$ cat src/rtl/ace_pkg.sv
// Shared types for the ACE master-side completion logic.
package ace_pkg;

  // Drain state machine for the RACK/WACK tracker.
  typedef enum logic [1:0] {
    IDLE  = 2'd0,
    DRAIN = 2'd1,
    DONE  = 2'd2
  } ace_ack_state_e;

endpackage

$ cat src/rtl/ace_ack_chan.sv
// One completion channel (read or write): address gating with a hold
// register, ack pulse generation, saturating outstanding counter and
// underflow detection.
//
// Handshake: a transfer happens in a cycle where valid and ready are both
// high. Once valid is forwarded to the bus it stays forwarded until ready
// arrives, even if the gating condition drops in the meantime.
module ace_ack_chan #(
  parameter int MaxTxns  = 8,
  parameter int CntWidth = 4
) (
  input  logic                clk_i,
  input  logic                rst_i,
  input  logic                en_i,
  input  logic                slv_valid_i,
  output logic                slv_ready_o,
  output logic                mst_valid_o,
  input  logic                mst_ready_i,
  input  logic                done_i,
  output logic                ack_o,
  output logic [CntWidth-1:0] cnt_o,
  output logic                busy_o,
  output logic                err_o
);

  localparam logic [CntWidth-1:0] MaxCnt = CntWidth'(MaxTxns);
  localparam logic [CntWidth-1:0] CntOne = CntWidth'(1);

  logic [CntWidth-1:0] cnt_q, cnt_d;
  logic                hold_q, hold_d;
  logic                ack_q;
  logic                err_q, err_d;
  logic                allow;
  logic                addr_hs;
  logic                underflow;

  assign allow       = ((cnt_q < MaxCnt) & en_i) | hold_q;
  assign mst_valid_o = slv_valid_i & allow;
  assign slv_ready_o = mst_ready_i & allow;
  assign addr_hs     = mst_valid_o & mst_ready_i;

  // Keep the allow alive while a forwarded address waits for ready.
  assign hold_d = mst_valid_o & ~mst_ready_i;

  // A completion with nothing left to acknowledge (the ack already in
  // flight is about to consume the last count) is a protocol error.
  assign underflow = done_i & (cnt_q == CntWidth'(ack_q));
  assign err_d     = err_q | underflow;

  // Outstanding count: +1 per address handshake, -1 per ack pulse, floor 0.
  always_comb begin
    cnt_d = cnt_q;
    unique case ({addr_hs, ack_q})
      2'b10:   cnt_d = cnt_q + CntOne;
      2'b01:   if (cnt_q != '0) cnt_d = cnt_q - CntOne;
      default: cnt_d = cnt_q;
    endcase
  end

  // Channel state registers; ack is a one-cycle pulse after each completion.
  always_ff @(posedge clk_i) begin
    if (rst_i) begin
      cnt_q  <= '0;
      hold_q <= 1'b0;
      ack_q  <= 1'b0;
      err_q  <= 1'b0;
    end else begin
      cnt_q  <= cnt_d;
      hold_q <= hold_d;
      ack_q  <= done_i;
      err_q  <= err_d;
    end
  end

  assign ack_o  = ack_q;
  assign cnt_o  = cnt_q;
  assign busy_o = hold_q | ack_q;
  assign err_o  = err_q;

endmodule

$ cat src/rtl/ace_ack_tracker.sv
// Master-side ACE completion stage: issues RACK/WACK, limits outstanding
// reads/writes and offers a flush/drain handshake. state_o exposes the
// drain FSM for debug.
module ace_ack_tracker
  import ace_pkg::*;
#(
  parameter int MaxRdTxns = 8,
  parameter int MaxWrTxns = 8,
  parameter int CntWidth  = $clog2(((MaxRdTxns > MaxWrTxns) ? MaxRdTxns : MaxWrTxns) + 1)
) (
  input  logic                clk_i,
  input  logic                rst_i,
  input  logic                slv_ar_valid_i,
  output logic                slv_ar_ready_o,
  output logic                mst_ar_valid_o,
  input  logic                mst_ar_ready_i,
  input  logic                slv_aw_valid_i,
  output logic                slv_aw_ready_o,
  output logic                mst_aw_valid_o,
  input  logic                mst_aw_ready_i,
  input  logic                r_valid_i,
  input  logic                r_ready_i,
  input  logic                r_last_i,
  input  logic                b_valid_i,
  input  logic                b_ready_i,
  output logic                rack_o,
  output logic                wack_o,
  input  logic                flush_i,
  output logic                flush_done_o,
  output logic [CntWidth-1:0] rd_outstanding_o,
  output logic [CntWidth-1:0] wr_outstanding_o,
  output logic                err_o,
  output ace_ack_state_e      state_o
);

  ace_ack_state_e state_q, state_d;
  logic           addr_en;
  logic           rd_busy, wr_busy;
  logic           rd_err, wr_err;
  logic           drained;

  // New addresses are only admitted while not flushing.
  assign addr_en = (state_q == IDLE);

  ace_ack_chan #(.MaxTxns(MaxRdTxns), .CntWidth(CntWidth)) u_rd_chan (
    .clk_i       (clk_i),
    .rst_i       (rst_i),
    .en_i        (addr_en),
    .slv_valid_i (slv_ar_valid_i),
    .slv_ready_o (slv_ar_ready_o),
    .mst_valid_o (mst_ar_valid_o),
    .mst_ready_i (mst_ar_ready_i),
    .done_i      (r_valid_i & r_ready_i & r_last_i),
    .ack_o       (rack_o),
    .cnt_o       (rd_outstanding_o),
    .busy_o      (rd_busy),
    .err_o       (rd_err)
  );

  ace_ack_chan #(.MaxTxns(MaxWrTxns), .CntWidth(CntWidth)) u_wr_chan (
    .clk_i       (clk_i),
    .rst_i       (rst_i),
    .en_i        (addr_en),
    .slv_valid_i (slv_aw_valid_i),
    .slv_ready_o (slv_aw_ready_o),
    .mst_valid_o (mst_aw_valid_o),
    .mst_ready_i (mst_aw_ready_i),
    .done_i      (b_valid_i & b_ready_i),
    .ack_o       (wack_o),
    .cnt_o       (wr_outstanding_o),
    .busy_o      (wr_busy),
    .err_o       (wr_err)
  );

  // Fully drained: nothing outstanding, no ack pulse and no held address.
  assign drained = (rd_outstanding_o == '0) & (wr_outstanding_o == '0) & ~rd_busy & ~wr_busy;

  // Drain FSM next-state logic.
  always_comb begin
    state_d = state_q;
    unique case (state_q)
      IDLE:    if (flush_i) state_d = DRAIN;
      DRAIN:   if (!flush_i) state_d = IDLE;
               else if (drained) state_d = DONE;
      DONE:    if (!flush_i) state_d = IDLE;
      default: state_d = IDLE;
    endcase
  end

  // Drain FSM state register.
  always_ff @(posedge clk_i) begin
    if (rst_i) state_q <= IDLE;
    else       state_q <= state_d;
  end

  assign flush_done_o = (state_q == DONE);
  assign err_o        = rd_err | wr_err;
  assign state_o      = state_q;

endmodule

$ cat config.mk
export PLATFORM = sky130hd
export DESIGN_NAME = ace_ack_tracker
export DESIGN_NICKNAME = d
export VERILOG_FILES = /design/src/rtl/ace_pkg.sv /design/src/rtl/ace_ack_chan.sv /design/src/rtl/ace_ack_tracker.sv
export SDC_FILE = /design/constraint.sdc
export NUM_CORES = 1
export LEC_CHECK = 0
export ABC_AREA = 1
export BUFFER_PORTS_ARGS = -buffer_cell sky130_fd_sc_hd__buf_2
export CORE_ASPECT_RATIO = 0.8
export CORE_UTILIZATION = 53
export CTS_BUF_LIST = sky130_fd_sc_hd__clkbuf_2
export CTS_CLUSTER_SIZE = 8
export DETAILED_ROUTE_END_ITERATION = 16
export GPL_TIMING_DRIVEN = 1
export MAX_ROUTING_LAYER = met4
export PLACE_DENSITY = 0.83
export SETUP_SLACK_MARGIN = 0.02
export SLEW_MARGIN = 20
export SYNTH_ARGS = -nofsm -noshare
export SYNTH_HDL_FRONTEND = slang
export SYNTH_HIERARCHICAL = 1
export SYNTH_SLANG_ARGS = --single-unit
export TNS_END_PERCENT = 50
$ cat constraint.sdc
create_clock -name clk_i -period 2.45 [get_ports clk_i]
set_input_delay 0.245 -clock clk_i [delete_from_list [all_inputs] [get_ports clk_i]]
set_output_delay 0.245 -clock clk_i [all_outputs]
set_load 0.01 [all_outputs]
==> tab_implementation.tex, run 1 <==
\begin{tabular}{lr}
\hline
Metric & Value \\
\hline
\multicolumn{2}{l}{\textbf{Min path}} \\
\quad Hold Path Origin & mst\_ar\_ready\_i \\
\quad Hold-critical path depth & 2 \\
\quad Path category of the worst min-delay check & input pin to register \\
\multicolumn{2}{l}{\textbf{Placed design}} \\
\quad Placed instance area & about 1300 µm² \\
\quad GPL Wtd Cong & 0.9155 \\
\quad Total half-perimeter wirelength after legalization and detailed placement & between 1500 and 2000 µm \\
\quad Buffers added on ports & 29 \\
\multicolumn{2}{l}{\textbf{Routing}} \\
\quad Antenna Nets Post-Route & 0 \\
\quad Vias/cell & 4.977 \\
\quad Detailed-route wire length & 2319 µm \\
\quad Starting DRC count in detailed routing & 36 \\
\quad Number of remaining DRC errors & 0 \\
\quad Wirelength per Cell & 10.74 µm \\
\quad Number of optimization iterations in the first detailed-route pass & 4 \\
\quad Overall via count from detail\_route & between 1000 and 1500 \\
\multicolumn{2}{l}{\textbf{Timing}} \\
\quad Slew @ Worst Pin & 0.3729 ns \\
\quad Hold Violations, Final & 0 \\
\quad Smallest hold slack & 0.1593 ns \\
\quad Final setup violation count & 0 \\
\quad Final setup skew & 0.002572 ns \\
\quad Pins over their slew limit & 0 \\
\quad Final TNS setup & 0 ns \\
\quad Clock period minus worst slack & 1.826 ns \\
\quad RSZ-0062 raised after global routing & false \\
\quad Slew HR & 75.05\% \\
\quad Achievable Freq & 547.8 MHz \\
\quad Post-route clock period utilization & 74.51\% \\
\multicolumn{2}{l}{\textbf{Yosys}} \\
\quad Synth Net Count & 173 \\
\quad Sequential share of the synthesized area & roughly 29\% \\
\quad Most used DFF post-synth & sky130\_fd\_sc\_hd\_\_dfxtp\_1 \\
\quad Synth cell count leaders & 27 x sky130\_fd\_sc\_hd\_\_inv\_1, 22 x sky130\_fd\_sc\_hd\_\_nand2\_1, 16 x sky130\_fd\_sc\_hd\_\_dfxtp\_1, 16 x sky130\_fd\_sc\_hd\_\_nor2\_1, 15 x sky130\_fd\_sc\_hd\_\_nand3\_1 \\
\quad Distinct cell type count after synthesis & 25 \\
\quad Library cell occupying the most area in the post-synthesis netlist & sky130\_fd\_sc\_hd\_\_dfxtp\_1 \\
\quad Synthesized area per cell & 6.870 µm² \\
\quad Register bit total from synthesis & 16 \\
\quad Area share of the largest cell type after synthesis & 29.32\% \\
\quad Synth area leaders & sky130\_fd\_sc\_hd\_\_dfxtp\_1 29\%, sky130\_fd\_sc\_hd\_\_inv\_1 9.3\%, sky130\_fd\_sc\_hd\_\_nand2\_4 8.2\%, sky130\_fd\_sc\_hd\_\_nand2\_1 7.6\%, sky130\_fd\_sc\_hd\_\_nand3\_1 6.9\% \\
\quad Synth warnings & 6 \\
\quad Count leader, synth & sky130\_fd\_sc\_hd\_\_inv\_1 \\
\quad Total standard cell area after synthesis & 1092 µm² \\
\quad Share of synthesized registers carrying an async set or reset & 0\% \\
\quad Number of synthesized flops with an enable pin & 0 \\
\quad Number of instances in the synthesized netlist & 159 \\
\multicolumn{2}{l}{\textbf{CTS}} \\
\quad Reg clk slew, reported paths & 0.15 ns \\
\quad Inserted Clock Buffers & 3 \\
\quad Clock tree from TritonCTS & yes \\
\quad Later-pin clock latency in the skew report & about 0.29 ns \\
\quad Root buffer cell & sky130\_fd\_sc\_hd\_\_clkbuf\_2 \\
\quad Post-CTS Resized & 0 \\
\quad Clock sinks & 16 \\
\quad CTS HTree Levels & 1 \\
\quad Buffers inserted during post-CTS setup optimization & 0 \\
\quad Clock buffer depth & 2 \\
\quad CTS Hold Bufs & 0 \\
\multicolumn{2}{l}{\textbf{Pwr}} \\
\quad Gate power share & between 30\% and 40\% \\
\quad Static Leak & 0.7077 nW \\
\quad Internal power contribution & 0.4079 mW \\
\quad Largest vdd supply drop & roughly 0.36 mV \\
\quad Sequential fraction of design power & 47.6\% \\
\quad Switching Share & between 30\% and 40\% \\
\quad Switching power total & 0.2498 mW \\
\quad Power density of the placed cells & 511.3 nW/µm² \\
\quad Clock share of power & 18.0\% \\
\multicolumn{2}{l}{\textbf{GRT}} \\
\quad Maximum number of pins on one net before global-route repair & 11 \\
\quad Congestion Overflow GR & 0 \\
\quad Antenna violations before repair & 0 \\
\quad First-pass GRT wire length & roughly 3800 µm \\
\quad Number of global-route vias before repair & 932 \\
\quad Total routing usage reported by global routing & approximately 23\% \\
\multicolumn{2}{l}{\textbf{Floorplan}} \\
\quad Core Footprint & 1909 µm² \\
\quad Top-level I/O count & 30 \\
\quad Number of standard-cell rows in the floorplan & 14 \\
\quad Total Die Area & 2248 µm² \\
\quad DIE WIDTH & 52.76 µm \\
\quad Starting density of the core & 57.21\% \\
\quad Chip Height & 42.61 µm \\
\multicolumn{2}{l}{\textbf{Worst setup path}} \\
\quad Crit path DAT & 2.07 ns \\
\quad Critical path data required time & 2.69 ns \\
\quad Critical Path Sink Type & register \\
\quad Worst-path maximum fanout & 4 \\
\quad Worst r2r src & state\_o[1]\$\_SDFFE\_PP0P\_ \\
\quad Source of the critical timing path & state\_o[1]\$\_SDFFE\_PP0P\_ \\
\quad Crit start category & register \\
\quad Worst setup path category & register to register \\
\quad Cell count of the worst reg-to-reg path & 13 \\
\quad Reg2Reg Setup Slack & 0.62 ns \\
\multicolumn{2}{l}{\textbf{Cells and area}} \\
\quad Area growth, synth to finish & 17.75\% \\
\quad Final core utilization & 67.37\% \\
\quad Proportion of layout cells with a drive suffix above 1 & 31.25\% \\
\quad Ant. Diodes & 0 \\
\quad Area of all placed cells without fillers & 1286 µm² \\
\quad Nets & just over 200 \\
\quad Filler cell count & 174 \\
\multicolumn{2}{l}{\textbf{Run}} \\
\quad Max-cap viol count & 0 \\
\multicolumn{2}{l}{\textbf{Run status}} \\
\quad Outcome & finished, final reports clean \\
\hline
\end{tabular}
sequential cells by signal (all words and copies together) (netlist names):
name              count
u_wr_chan/ack_o       1
u_wr_chan/cnt_o       4
u_wr_chan/err_o       1
u_rd_chan/ack_o       1
u_rd_chan/hold_q      1
u_wr_chan/hold_q      1
u_rd_chan/cnt_o       4
state_o               2
u_rd_chan/err_o       1
critical path, cell delays in order (launching register included):
cell and delay (ns):
sky130_fd_sc_hd__dfxtp_1 0.37, sky130_fd_sc_hd__nor2_1 0.33, sky130_fd_sc_hd__nand2_4 0.10, sky130_fd_sc_hd__nand2_4 0.08, sky130_fd_sc_hd__nand3_4 0.08, sky130_fd_sc_hd__nand2_4 0.09, sky130_fd_sc_hd__nand2_1 0.07, sky130_fd_sc_hd__nand2_1 0.07
sky130_fd_sc_hd__inv_2 0.04, sky130_fd_sc_hd__ha_1 0.16, sky130_fd_sc_hd__inv_1 0.05, sky130_fd_sc_hd__nand2_1 0.06, sky130_fd_sc_hd__xor2_1 0.16, sky130_fd_sc_hd__a21oi_1 0.11
per-stage QoR:
stage	std cells	setup WS, ns	total power [mW]
floorplan	159	0.7604	0.4750
global placement	212	0.7258	0.5381
detailed placement	212	0.6371	0.5436
CTS	216	0.6125	0.6660
global route	216	0.5117	0.7102
finish	216	0.6245	0.6577
kinds of logic (layout without fill, tap and decap cells):
| family | Yosys count | count (layout) | synth area share (%) |
|---|---|---|---|
| compound gates | 23 | 23 | 12.03 |
| simple gates | 77 | 77 | 39.52 |
| fa+ha+maj | 2 | 2 | 2.291 |
| flops | 16 | 16 | 29.32 |
| buf+inv | 35 | 68 | 12.03 |
| xor+xnor | 6 | 6 | 4.811 |
metal layers:
metal / global-route usage, % / vias up / share of wire, %
met1: 28.60 / 468 / 47
met2: 35.44 / 39 / 46
li1: - / 566 / -
met3: 8.333 / 2 / 6.9
met5: - / - / 0
met4: 6.842 / 0 / 0.43
final timing paths:
| path | end |
|---|---|
| hold reg to reg | u_wr_chan/err_o$_SDFF_PP0_ |
| setup reg to reg | u_rd_chan/cnt_o[2]$_SDFFE_PP0P_ |
| hold / removal | u_rd_chan/hold_q$_SDFF_PP0_ |
| setup / recovery | u_rd_chan/cnt_o[2]$_SDFFE_PP0P_ |
layout make-up:
| type | count | area, µm² | share of cell area, % |
|---|---|---|---|
| Multi-Input combinational cell | 108 | 640.6 | 49.81 |
| Sequential cell | 16 | 320.3 | 24.90 |
| Timing Repair Buffer | 29 | 145.1 | 11.28 |
| Inverter | 35 | 131.4 | 10.21 |
| Tap cell | 24 | 30.03 | 2.335 |
| Clock buffer | 3 | 15.01 | 1.167 |
| Clock inverter | 1 | 3.754 | 0.2918 |
layout by cell type (no fill, tap or decap):
| cell type | n |
|---|---|
| sky130_fd_sc_hd__o21ai_0 | 4 |
| sky130_fd_sc_hd__nand2_4 | 8 |
| sky130_fd_sc_hd__inv_2 | 8 |
| sky130_fd_sc_hd__nor3_1 | 2 |
| sky130_fd_sc_hd__inv_1 | 27 |
| sky130_fd_sc_hd__a21oi_1 | 6 |
| sky130_fd_sc_hd__or2_1 | 1 |
| sky130_fd_sc_hd__or2_2 | 1 |
| sky130_fd_sc_hd__a41oi_1 | 2 |
| sky130_fd_sc_hd__ha_1 | 2 |
| sky130_fd_sc_hd__nand2_1 | 22 |
| sky130_fd_sc_hd__clkbuf_2 | 3 |
| sky130_fd_sc_hd__nand3_1 | 15 |
| sky130_fd_sc_hd__and2_1 | 1 |
| sky130_fd_sc_hd__nand2_2 | 6 |
| sky130_fd_sc_hd__buf_2 | 29 |
| sky130_fd_sc_hd__o21ai_1 | 8 |
| sky130_fd_sc_hd__a21boi_1 | 2 |
| sky130_fd_sc_hd__nand3_4 | 2 |
| sky130_fd_sc_hd__xor2_1 | 4 |
| sky130_fd_sc_hd__xnor2_1 | 2 |
| sky130_fd_sc_hd__clkinv_1 | 1 |
| sky130_fd_sc_hd__and3_1 | 1 |
| sky130_fd_sc_hd__nand3_2 | 1 |
| sky130_fd_sc_hd__nor2_2 | 1 |
| sky130_fd_sc_hd__nor2_1 | 16 |
| sky130_fd_sc_hd__dfxtp_1 | 16 |
| sky130_fd_sc_hd__a21oi_2 | 1 |
power groups by stage:
stage	registers, mW	logic, mW	clock network [mW]
floorplan	0.319	0.156	0
global placement	0.318	0.220	0
detailed placement	0.318	0.225	0
CTS	0.313	0.226	0.127
global route	0.318	0.252	0.141
finish	0.313	0.226	0.119
Power figures use the tool's default switching activity.
==> inputs of run 2 (changes only) <==
Clock period 2.45 ns to 1.73 ns, I/O delays scaled along.
==> tab_implementation.tex, run 2 (same netlist as run 1, synthesis figures left out) <==
\begin{tabular}{lr}
\hline
Metric & Value \\
\hline
\multicolumn{2}{l}{\textbf{Run status}} \\
\quad Outcome & finished, final reports clean (unchanged) \\
\multicolumn{2}{l}{\textbf{Pwr}} \\
\quad Internal power contribution & 0.6031 mW (was 0.4079 mW) \\
\quad Gate power share & 37.4\% (was 34.4\%) \\
\quad Largest vdd supply drop & 0.5280 mV (was 0.3564 mV) \\
\quad Static Leak & 0.7356 nW (was 0.7077 nW) \\
\quad Power density of the placed cells & 706.1 nW/µm² (was 511.3 nW/µm²) \\
\quad Switching Share & 38.77\% (was 37.98\%) \\
\quad Clock share of power & 17.0\% (was 18.0\%) \\
\quad Sequential fraction of design power & 45.5\% (was 47.6\%) \\
\quad Switching power total & 0.3819 mW (was 0.2498 mW) \\
\multicolumn{2}{l}{\textbf{CTS}} \\
\quad CTS Hold Bufs & 0 (unchanged) \\
\quad Reg clk slew, reported paths & 0.15 ns (about the same) \\
\quad Later-pin clock latency in the skew report & 0.29 ns (about the same) \\
\quad Clock sinks & 16 (unchanged) \\
\quad Root buffer cell & sky130\_fd\_sc\_hd\_\_clkbuf\_2 (unchanged) \\
\quad Clock tree from TritonCTS & yes (unchanged) \\
\quad Inserted Clock Buffers & 3 (unchanged) \\
\quad CTS HTree Levels & 1 (unchanged) \\
\quad Clock buffer depth & 2 (unchanged) \\
\multicolumn{2}{l}{\textbf{Floorplan}} \\
\quad Total Die Area & 2248 µm² (unchanged) \\
\quad Chip Height & 42.61 µm (unchanged) \\
\quad Starting density of the core & 57.21\% (unchanged) \\
\quad Top-level I/O count & 30 (unchanged) \\
\quad Core Footprint & 1909 µm² (unchanged) \\
\quad Number of standard-cell rows in the floorplan & 14 (unchanged) \\
\quad DIE WIDTH & 52.76 µm (unchanged) \\
\multicolumn{2}{l}{\textbf{Min path}} \\
\quad Path category of the worst min-delay check & input pin to register (unchanged) \\
\multicolumn{2}{l}{\textbf{GRT}} \\
\quad First-pass GRT wire length & 4298 µm (was 3753 µm) \\
\quad Number of global-route vias before repair & 1030 (was 932) \\
\quad Maximum number of pins on one net before global-route repair & 11 (unchanged) \\
\quad Congestion Overflow GR & 0 (unchanged) \\
\quad Total routing usage reported by global routing & 27.08\% (was 23.25\%) \\
\quad Antenna violations before repair & 0 (unchanged) \\
\multicolumn{2}{l}{\textbf{Worst setup path}} \\
\quad Worst setup path category & register to register (unchanged) \\
\quad Worst-path maximum fanout & 3 (was 4) \\
\quad Crit start category & register (unchanged) \\
\quad Critical Path Sink Type & register (unchanged) \\
\quad Critical path data required time & 1.97 ns (was 2.69 ns) \\
\quad Crit path DAT & 1.90 ns (was 2.07 ns) \\
\multicolumn{2}{l}{\textbf{Run}} \\
\quad Max-cap viol count & 0 (unchanged) \\
\multicolumn{2}{l}{\textbf{Cells and area}} \\
\quad Post-route insts no fill & 222 (was 216) \\
\quad Filler cell count & 157 (was 174) \\
\quad Ant. Diodes & 0 (unchanged) \\
\quad Nets & 213 (was 207) \\
\quad Area of all placed cells without fillers & 1395 µm² (was 1286 µm²) \\
\quad Commonest cells after routing, fill and taps aside & 29 x sky130\_fd\_sc\_hd\_\_buf\_2, 26 x sky130\_fd\_sc\_hd\_\_inv\_1, 17 x sky130\_fd\_sc\_hd\_\_nand2\_1, 15 x sky130\_fd\_sc\_hd\_\_nor2\_1, 13 x sky130\_fd\_sc\_hd\_\_nand3\_1 (was 29 x sky130\_fd\_sc\_hd\_\_buf\_2, 27 x sky130\_fd\_sc\_hd\_\_inv\_1, 22 x sky130\_fd\_sc\_hd\_\_nand2\_1, 16 x sky130\_fd\_sc\_hd\_\_nor2\_1, 16 x sky130\_fd\_sc\_hd\_\_dfxtp\_1) \\
\quad Proportion of layout cells with a drive suffix above 1 & 40.91\% (was 31.25\%) \\
\quad Area growth, synth to finish & 27.72\% (was 17.75\%) \\
\quad Commonest non-fill, non-tap cell in the layout & sky130\_fd\_sc\_hd\_\_buf\_2 (unchanged) \\
\multicolumn{2}{l}{\textbf{Routing}} \\
\quad Vias/cell & 5.099 (was 4.977) \\
\quad Number of optimization iterations in the first detailed-route pass & 4 (unchanged) \\
\quad Wirelength per Cell & 12.76 µm (was 10.74 µm) \\
\quad Antenna Nets Post-Route & 0 (unchanged) \\
\quad Number of remaining DRC errors & 0 (unchanged) \\
\quad Detailed-route wire length & 2832 µm (was 2319 µm) \\
\quad Overall via count from detail\_route & 1132 (was 1075) \\
\quad Starting DRC count in detailed routing & 33 (was 36) \\
\multicolumn{2}{l}{\textbf{Placed design}} \\
\quad GPL Wtd Cong & 0.9322 (was 0.9155) \\
\quad Post-placement setup slack & 0.02536 ns (was 0.6371 ns) \\
\quad Cell total after placement & 213 (was 212) \\
\quad Placed instance area & 1275 µm² (was 1267 µm²) \\
\quad Buffers added on ports & 29 (unchanged) \\
\quad Total half-perimeter wirelength after legalization and detailed placement & 1910 µm (was 1831 µm) \\
\multicolumn{2}{l}{\textbf{Timing}} \\
\quad Final setup skew & 0.007878 ns (was 0.002572 ns) \\
\quad Clock period minus worst slack & 1.660 ns (was 1.826 ns) \\
\quad Pins over their slew limit & 0 (unchanged) \\
\quad Final setup violation count & 0 (unchanged) \\
\quad Hold Violations, Final & 0 (unchanged) \\
\quad Slew @ Worst Pin & 0.3287 ns (was 0.3729 ns) \\
\quad Post-route worst setup slack & 0.07046 ns (was 0.6245 ns) \\
\quad Post-route clock period utilization & 95.93\% (was 74.51\%) \\
\quad Slew HR & 77.86\% (was 75.05\%) \\
\quad Achievable Freq & 602.6 MHz (was 547.8 MHz) \\
\quad Smallest hold slack & 0.07794 ns (was 0.1593 ns) \\
\quad Final TNS setup & 0 ns (unchanged) \\
\quad RSZ-0062 raised after global routing & true (was false) \\
\hline
\end{tabular}
-- run 2: critical path: stages (launching register included) --
cell,delay (ns)
sky130_fd_sc_hd__dfxtp_2,0.37
sky130_fd_sc_hd__nor2_4,0.11
sky130_fd_sc_hd__buf_6,0.12
sky130_fd_sc_hd__nand2_4,0.06
sky130_fd_sc_hd__nand2_4,0.07
sky130_fd_sc_hd__nand3_4,0.09
sky130_fd_sc_hd__nand2_4,0.09
sky130_fd_sc_hd__nand2_4,0.05
sky130_fd_sc_hd__nand2_2,0.07
sky130_fd_sc_hd__inv_2,0.05
sky130_fd_sc_hd__ha_4,0.15
sky130_fd_sc_hd__inv_2,0.05
sky130_fd_sc_hd__nand2_2,0.05
sky130_fd_sc_hd__xor2_1,0.14
sky130_fd_sc_hd__a21oi_1,0.14
-- run 2: timing repair --
action / 4_1_cts / 5_1_grt
setup endpoints to repair: 2 / 4
pin swaps: 1 / 8
cloned: 0 / 0
gates resized for setup: 2 / 18
setup buffers: 3 / 2
-- run 2: power by group through the flow --
stage | logic [mW] | clock network (mW) | registers [mW]
final | 0.369 | 0.168 | 0.449
after global routing | 0.407 | 0.194 | 0.455
after CTS | 0.335 | 0.173 | 0.442
after detailed placement | 0.327 | 0 | 0.451
after global placement | 0.315 | 0 | 0.450
after floorplan | 0.220 | 0 | 0.452
-- run 2: path summary, 6_finish.rpt --
kind         slack [ns]                       start  cells past startpoint                               to
max                0.07     state_o[0]$_SDFFE_PP0P_                     14  u_rd_chan/cnt_o[2]$_SDFFE_PP0P_
min                0.08              mst_ar_ready_i                      2      u_rd_chan/hold_q$_SDFF_PP0_
max reg2reg        0.07     state_o[0]$_SDFFE_PP0P_                     14  u_rd_chan/cnt_o[2]$_SDFFE_PP0P_
min reg2reg        0.51  u_wr_chan/err_o$_SDFF_PP0_                      2       u_wr_chan/err_o$_SDFF_PP0_
-- run 2: final cells by class --
type,count,area [µm²],share of cell area (%)
Multi-Input combinational cell,108,695.7,49.87
Sequential cell,16,325.3,23.32
Timing Repair Buffer,35,193.9,13.90
Inverter,35,131.4,9.417
Tap cell,24,30.03,2.152
Clock buffer,3,15.01,1.076
Clock inverter,1,3.754,0.2691
-- run 2: stage by stage --
| step | utilization [%] | power (mW) |
|---|---|---|
| after floorplan | - | 0.6726 |
| after global placement | 66.78 | 0.7650 |
| after detailed placement | 66.78 | 0.7787 |
| after CTS | 69.07 | 0.9494 |
| after global routing | 73.07 | 1.056 |
| final | 73.07 | 0.9851 |
-- run 2: metal layers --
metal	vias up	global-route usage (%)	part of all wire, %	routed length, µm
met5	-	-	0	0
met2	36	42.78	50	1419
met1	515	32.89	44	1233
li1	577	-	-	-
met4	0	8.947	1.2	33
met3	4	7.609	5.2	146
==> inputs of run 3 (changes only) <==
Settings changed: CORE_UTILIZATION 53 to 51, CTS_BUF_LIST sky130_fd_sc_hd__clkbuf_2 to not set.
==> tab_implementation.tex, run 3 (same netlist as run 1, synthesis figures left out) <==
\begin{tabular}{lr}
\hline
Metric & Value \\
\hline
\multicolumn{2}{l}{\textbf{CTS}} \\
\quad CTS HTree Levels & 1 (unchanged) \\
\quad Reg clk slew, reported paths & 0.10 ns (was 0.15 ns) \\
\quad Clock sinks & 16 (unchanged) \\
\quad Root buffer cell & sky130\_fd\_sc\_hd\_\_clkbuf\_4 (was sky130\_fd\_sc\_hd\_\_clkbuf\_2) \\
\quad Clock buffer depth & 2 (unchanged) \\
\quad Inserted Clock Buffers & 3 (unchanged) \\
\quad CTS Hold Bufs & 0 (unchanged) \\
\quad Clock tree from TritonCTS & yes (unchanged) \\
\quad Later-pin clock latency in the skew report & 0.30 ns (was 0.29 ns) \\
\multicolumn{2}{l}{\textbf{Worst setup path}} \\
\quad Crit start category & register (unchanged) \\
\quad Largest delay contributor family on the critical path & simple AND/OR/NAND/NOR gates (unchanged) \\
\quad Worst-path cell chain & nor2\_4 -> nand2\_4 -> nand2\_4 -> nand3\_4 -> nand2\_4 -> nand2\_1 -> nand2\_2 -> inv\_2 -> ha\_1 -> inv\_1 -> nand2\_1 -> xor2\_1 -> a21oi\_1 (was nor2\_4 -> buf\_6 -> nand2\_4 -> nand2\_4 -> nand3\_4 -> nand2\_4 -> nand2\_4 -> nand2\_2 -> inv\_2 -> ha\_4 -> inv\_2 -> nand2\_2 -> xor2\_1 -> a21oi\_1) \\
\quad Worst-path cell with the longest stage delay & sky130\_fd\_sc\_hd\_\_dfxtp\_2 (unchanged) \\
\quad Reg2Reg Setup Slack & 0.10 ns (was 0.07 ns) \\
\quad Crit path DAT & 1.86 ns (was 1.90 ns) \\
\quad Reg-to-reg endpoint & u\_wr\_chan/cnt\_o[2]\$\_SDFFE\_PP0P\_ (was u\_rd\_chan/cnt\_o[2]\$\_SDFFE\_PP0P\_) \\
\quad Delay of the slowest cell on the worst path & 0.36 ns (was 0.37 ns) \\
\quad Critical path data required time & 1.96 ns (was 1.97 ns) \\
\quad Worst-path maximum fanout & 4 (was 3) \\
\quad CP Buf/Inv Count & 2 (was 3) \\
\quad Worst setup path category & register to register (unchanged) \\
\quad Cell count of the worst reg-to-reg path & 13 (was 14) \\
\quad Critical Path Sink Type & register (unchanged) \\
\quad Most repeated library cell on the critical path & sky130\_fd\_sc\_hd\_\_nand2\_4 (unchanged) \\
\quad Worst r2r src & state\_o[1]\$\_SDFFE\_PP0P\_ (was state\_o[0]\$\_SDFFE\_PP0P\_) \\
\multicolumn{2}{l}{\textbf{Run}} \\
\quad Max-cap viol count & 0 (unchanged) \\
\multicolumn{2}{l}{\textbf{Routing}} \\
\quad Antenna Nets Post-Route & 0 (unchanged) \\
\quad Detailed-route wire length & 2479 µm (was 2832 µm) \\
\quad Starting DRC count in detailed routing & 45 (was 33) \\
\quad Overall via count from detail\_route & 1121 (was 1132) \\
\quad Number of remaining DRC errors & 0 (unchanged) \\
\quad Wirelength per Cell & 11.27 µm (was 12.76 µm) \\
\quad Number of optimization iterations in the first detailed-route pass & 4 (unchanged) \\
\quad Vias/cell & 5.095 (was 5.099) \\
\multicolumn{2}{l}{\textbf{Floorplan}} \\
\quad DIE WIDTH & 53.74 µm (was 52.76 µm) \\
\quad Core Footprint & 1944 µm² (was 1909 µm²) \\
\quad Number of standard-cell rows in the floorplan & 14 (unchanged) \\
\quad Top-level I/O count & 30 (unchanged) \\
\quad Chip Height & 43.40 µm (was 42.61 µm) \\
\quad Starting density of the core & 56.18\% (was 57.21\%) \\
\quad Total Die Area & 2332 µm² (was 2248 µm²) \\
\multicolumn{2}{l}{\textbf{Timing}} \\
\quad Slew @ Worst Pin & 0.3073 ns (was 0.3287 ns) \\
\quad RSZ-0062 raised after global routing & true (unchanged) \\
\quad Hold Violations, Final & 0 (unchanged) \\
\quad Post-route clock period utilization & 94.10\% (was 95.93\%) \\
\quad Pins over their slew limit & 0 (unchanged) \\
\quad Clock period minus worst slack & 1.628 ns (was 1.660 ns) \\
\quad Smallest hold slack & 0.08938 ns (was 0.07794 ns) \\
\quad Final setup skew & 0.007496 ns (was 0.007878 ns) \\
\quad Final setup violation count & 0 (unchanged) \\
\quad Achievable Freq & 614.3 MHz (was 602.6 MHz) \\
\quad Slew HR & 79.48\% (was 77.86\%) \\
\multicolumn{2}{l}{\textbf{Cells and area}} \\
\quad Final core utilization & 70.21\% (was 73.07\%) \\
\quad Commonest cells after routing, fill and taps aside & 29 x sky130\_fd\_sc\_hd\_\_buf\_2, 27 x sky130\_fd\_sc\_hd\_\_inv\_1, 19 x sky130\_fd\_sc\_hd\_\_nand2\_1, 15 x sky130\_fd\_sc\_hd\_\_nor2\_1, 14 x sky130\_fd\_sc\_hd\_\_nand3\_1 (was 29 x sky130\_fd\_sc\_hd\_\_buf\_2, 26 x sky130\_fd\_sc\_hd\_\_inv\_1, 17 x sky130\_fd\_sc\_hd\_\_nand2\_1, 15 x sky130\_fd\_sc\_hd\_\_nor2\_1, 13 x sky130\_fd\_sc\_hd\_\_nand3\_1) \\
\quad Ant. Diodes & 0 (unchanged) \\
\quad Commonest non-fill, non-tap cell in the layout & sky130\_fd\_sc\_hd\_\_buf\_2 (unchanged) \\
\quad Nets & 211 (was 213) \\
\quad Proportion of layout cells with a drive suffix above 1 & 37.76\% (was 40.91\%) \\
\quad Area growth, synth to finish & 24.97\% (was 27.72\%) \\
\multicolumn{2}{l}{\textbf{GRT}} \\
\quad Antenna violations before repair & 0 (unchanged) \\
\quad Number of global-route vias before repair & 934 (was 1030) \\
\quad First-pass GRT wire length & 3739 µm (was 4298 µm) \\
\quad Congestion Overflow GR & 0 (unchanged) \\
\quad Maximum number of pins on one net before global-route repair & 11 (unchanged) \\
\quad Total routing usage reported by global routing & 23.04\% (was 27.08\%) \\
\multicolumn{2}{l}{\textbf{Min path}} \\
\quad Terminating pin of the worst hold path & u\_rd\_chan/hold\_q\$\_SDFF\_PP0\_ (unchanged) \\
\quad Hold Path Origin & mst\_ar\_ready\_i (unchanged) \\
\quad Path category of the worst min-delay check & input pin to register (unchanged) \\
\quad Hold-critical path depth & 2 (unchanged) \\
\multicolumn{2}{l}{\textbf{Placed design}} \\
\quad GPL Wtd Cong & 0.9584 (was 0.9322) \\
\quad Total half-perimeter wirelength after legalization and detailed placement & 1877 µm (was 1910 µm) \\
\quad Buffers added on ports & 29 (unchanged) \\
\multicolumn{2}{l}{\textbf{Run status}} \\
\quad Outcome & finished, final reports clean (unchanged) \\
\multicolumn{2}{l}{\textbf{Pwr}} \\
\quad Static Leak & 0.7340 nW (was 0.7356 nW) \\
\quad Largest vdd supply drop & 0.4655 mV (was 0.5280 mV) \\
\quad Power, Total & 1.038 mW (was 0.9851 mW) \\
\quad Power density of the placed cells & 760.6 nW/µm² (was 706.1 nW/µm²) \\
\hline
\end{tabular}
## run 3: cell type report
cell class                      count  area, µm²
Clock buffer                        4      36.28
Fill cell                         160      579.3
Inverter                           35      131.4
Multi-Input combinational cell    108      668.1
Timing Repair Buffer               33      175.2
Sequential cell                    16      324.1
Tap cell                           24      30.03
## run 3: how the worst max path moves through the flow
stage | start | to | slack, ns | cells after the start
after CTS | state_o[1]$_SDFFE_PP0P_ | u_wr_chan/cnt_o[2]$_SDFFE_PP0P_ | 0.04 | 13
final | state_o[1]$_SDFFE_PP0P_ | u_wr_chan/cnt_o[2]$_SDFFE_PP0P_ | 0.10 | 13
after floorplan | state_o[1]$_SDFFE_PP0P_ | u_wr_chan/cnt_o[2]$_SDFFE_PP0P_ | 0.04 | 13
after global routing | state_o[0]$_SDFFE_PP0P_ | u_wr_chan/cnt_o[2]$_SDFFE_PP0P_ | 0.02 | 13
after global placement | state_o[1]$_SDFFE_PP0P_ | u_rd_chan/cnt_o[2]$_SDFFE_PP0P_ | 0.003 | 13
after detailed placement | state_o[1]$_SDFFE_PP0P_ | u_wr_chan/cnt_o[2]$_SDFFE_PP0P_ | -0.08 | 13
## run 3: repair_timing
item / 4_1_cts / 5_1_grt
pin swaps: 0 / 5
endpoints found under the setup margin: 2 / 2
cloned: 0 / 0
setup buffers: 0 / 2
gates resized for setup: 2 / 9
## run 3: metrics by stage
step	setup slack (ns)	TNS (ns)	std cells	area, µm²
global route	0.01619	0	220	1365
detailed placement	-0.08322	-0.1196	214	1282
finish	0.1020	0	220	1365
CTS	0.03857	0	218	1326
floorplan	0.04035	0	159	1092
global placement	0.003240	0	214	1282
## run 3: metal layers
metal	part of all wire, %	routed length, µm	track usage (%)	vias up
met1	47	1167	29.07	490
met4	1.5	37	7.368	0
met3	7.2	179	7.368	7
met5	0	0	-	-
met2	44	1095	34.57	51
li1	-	-	-	573
## run 3: report_power, final
part | total [mW] | leakage (nW) | switching, mW | internal (mW)
registers | 0.440 | 0.132 | 0.0410 | 0.399
logic | 0.347 | 0.581 | 0.205 | 0.142
clock network | 0.252 | 0.0210 | 0.123 | 0.128
total | 1.04 | 0.734 | 0.369 | 0.669
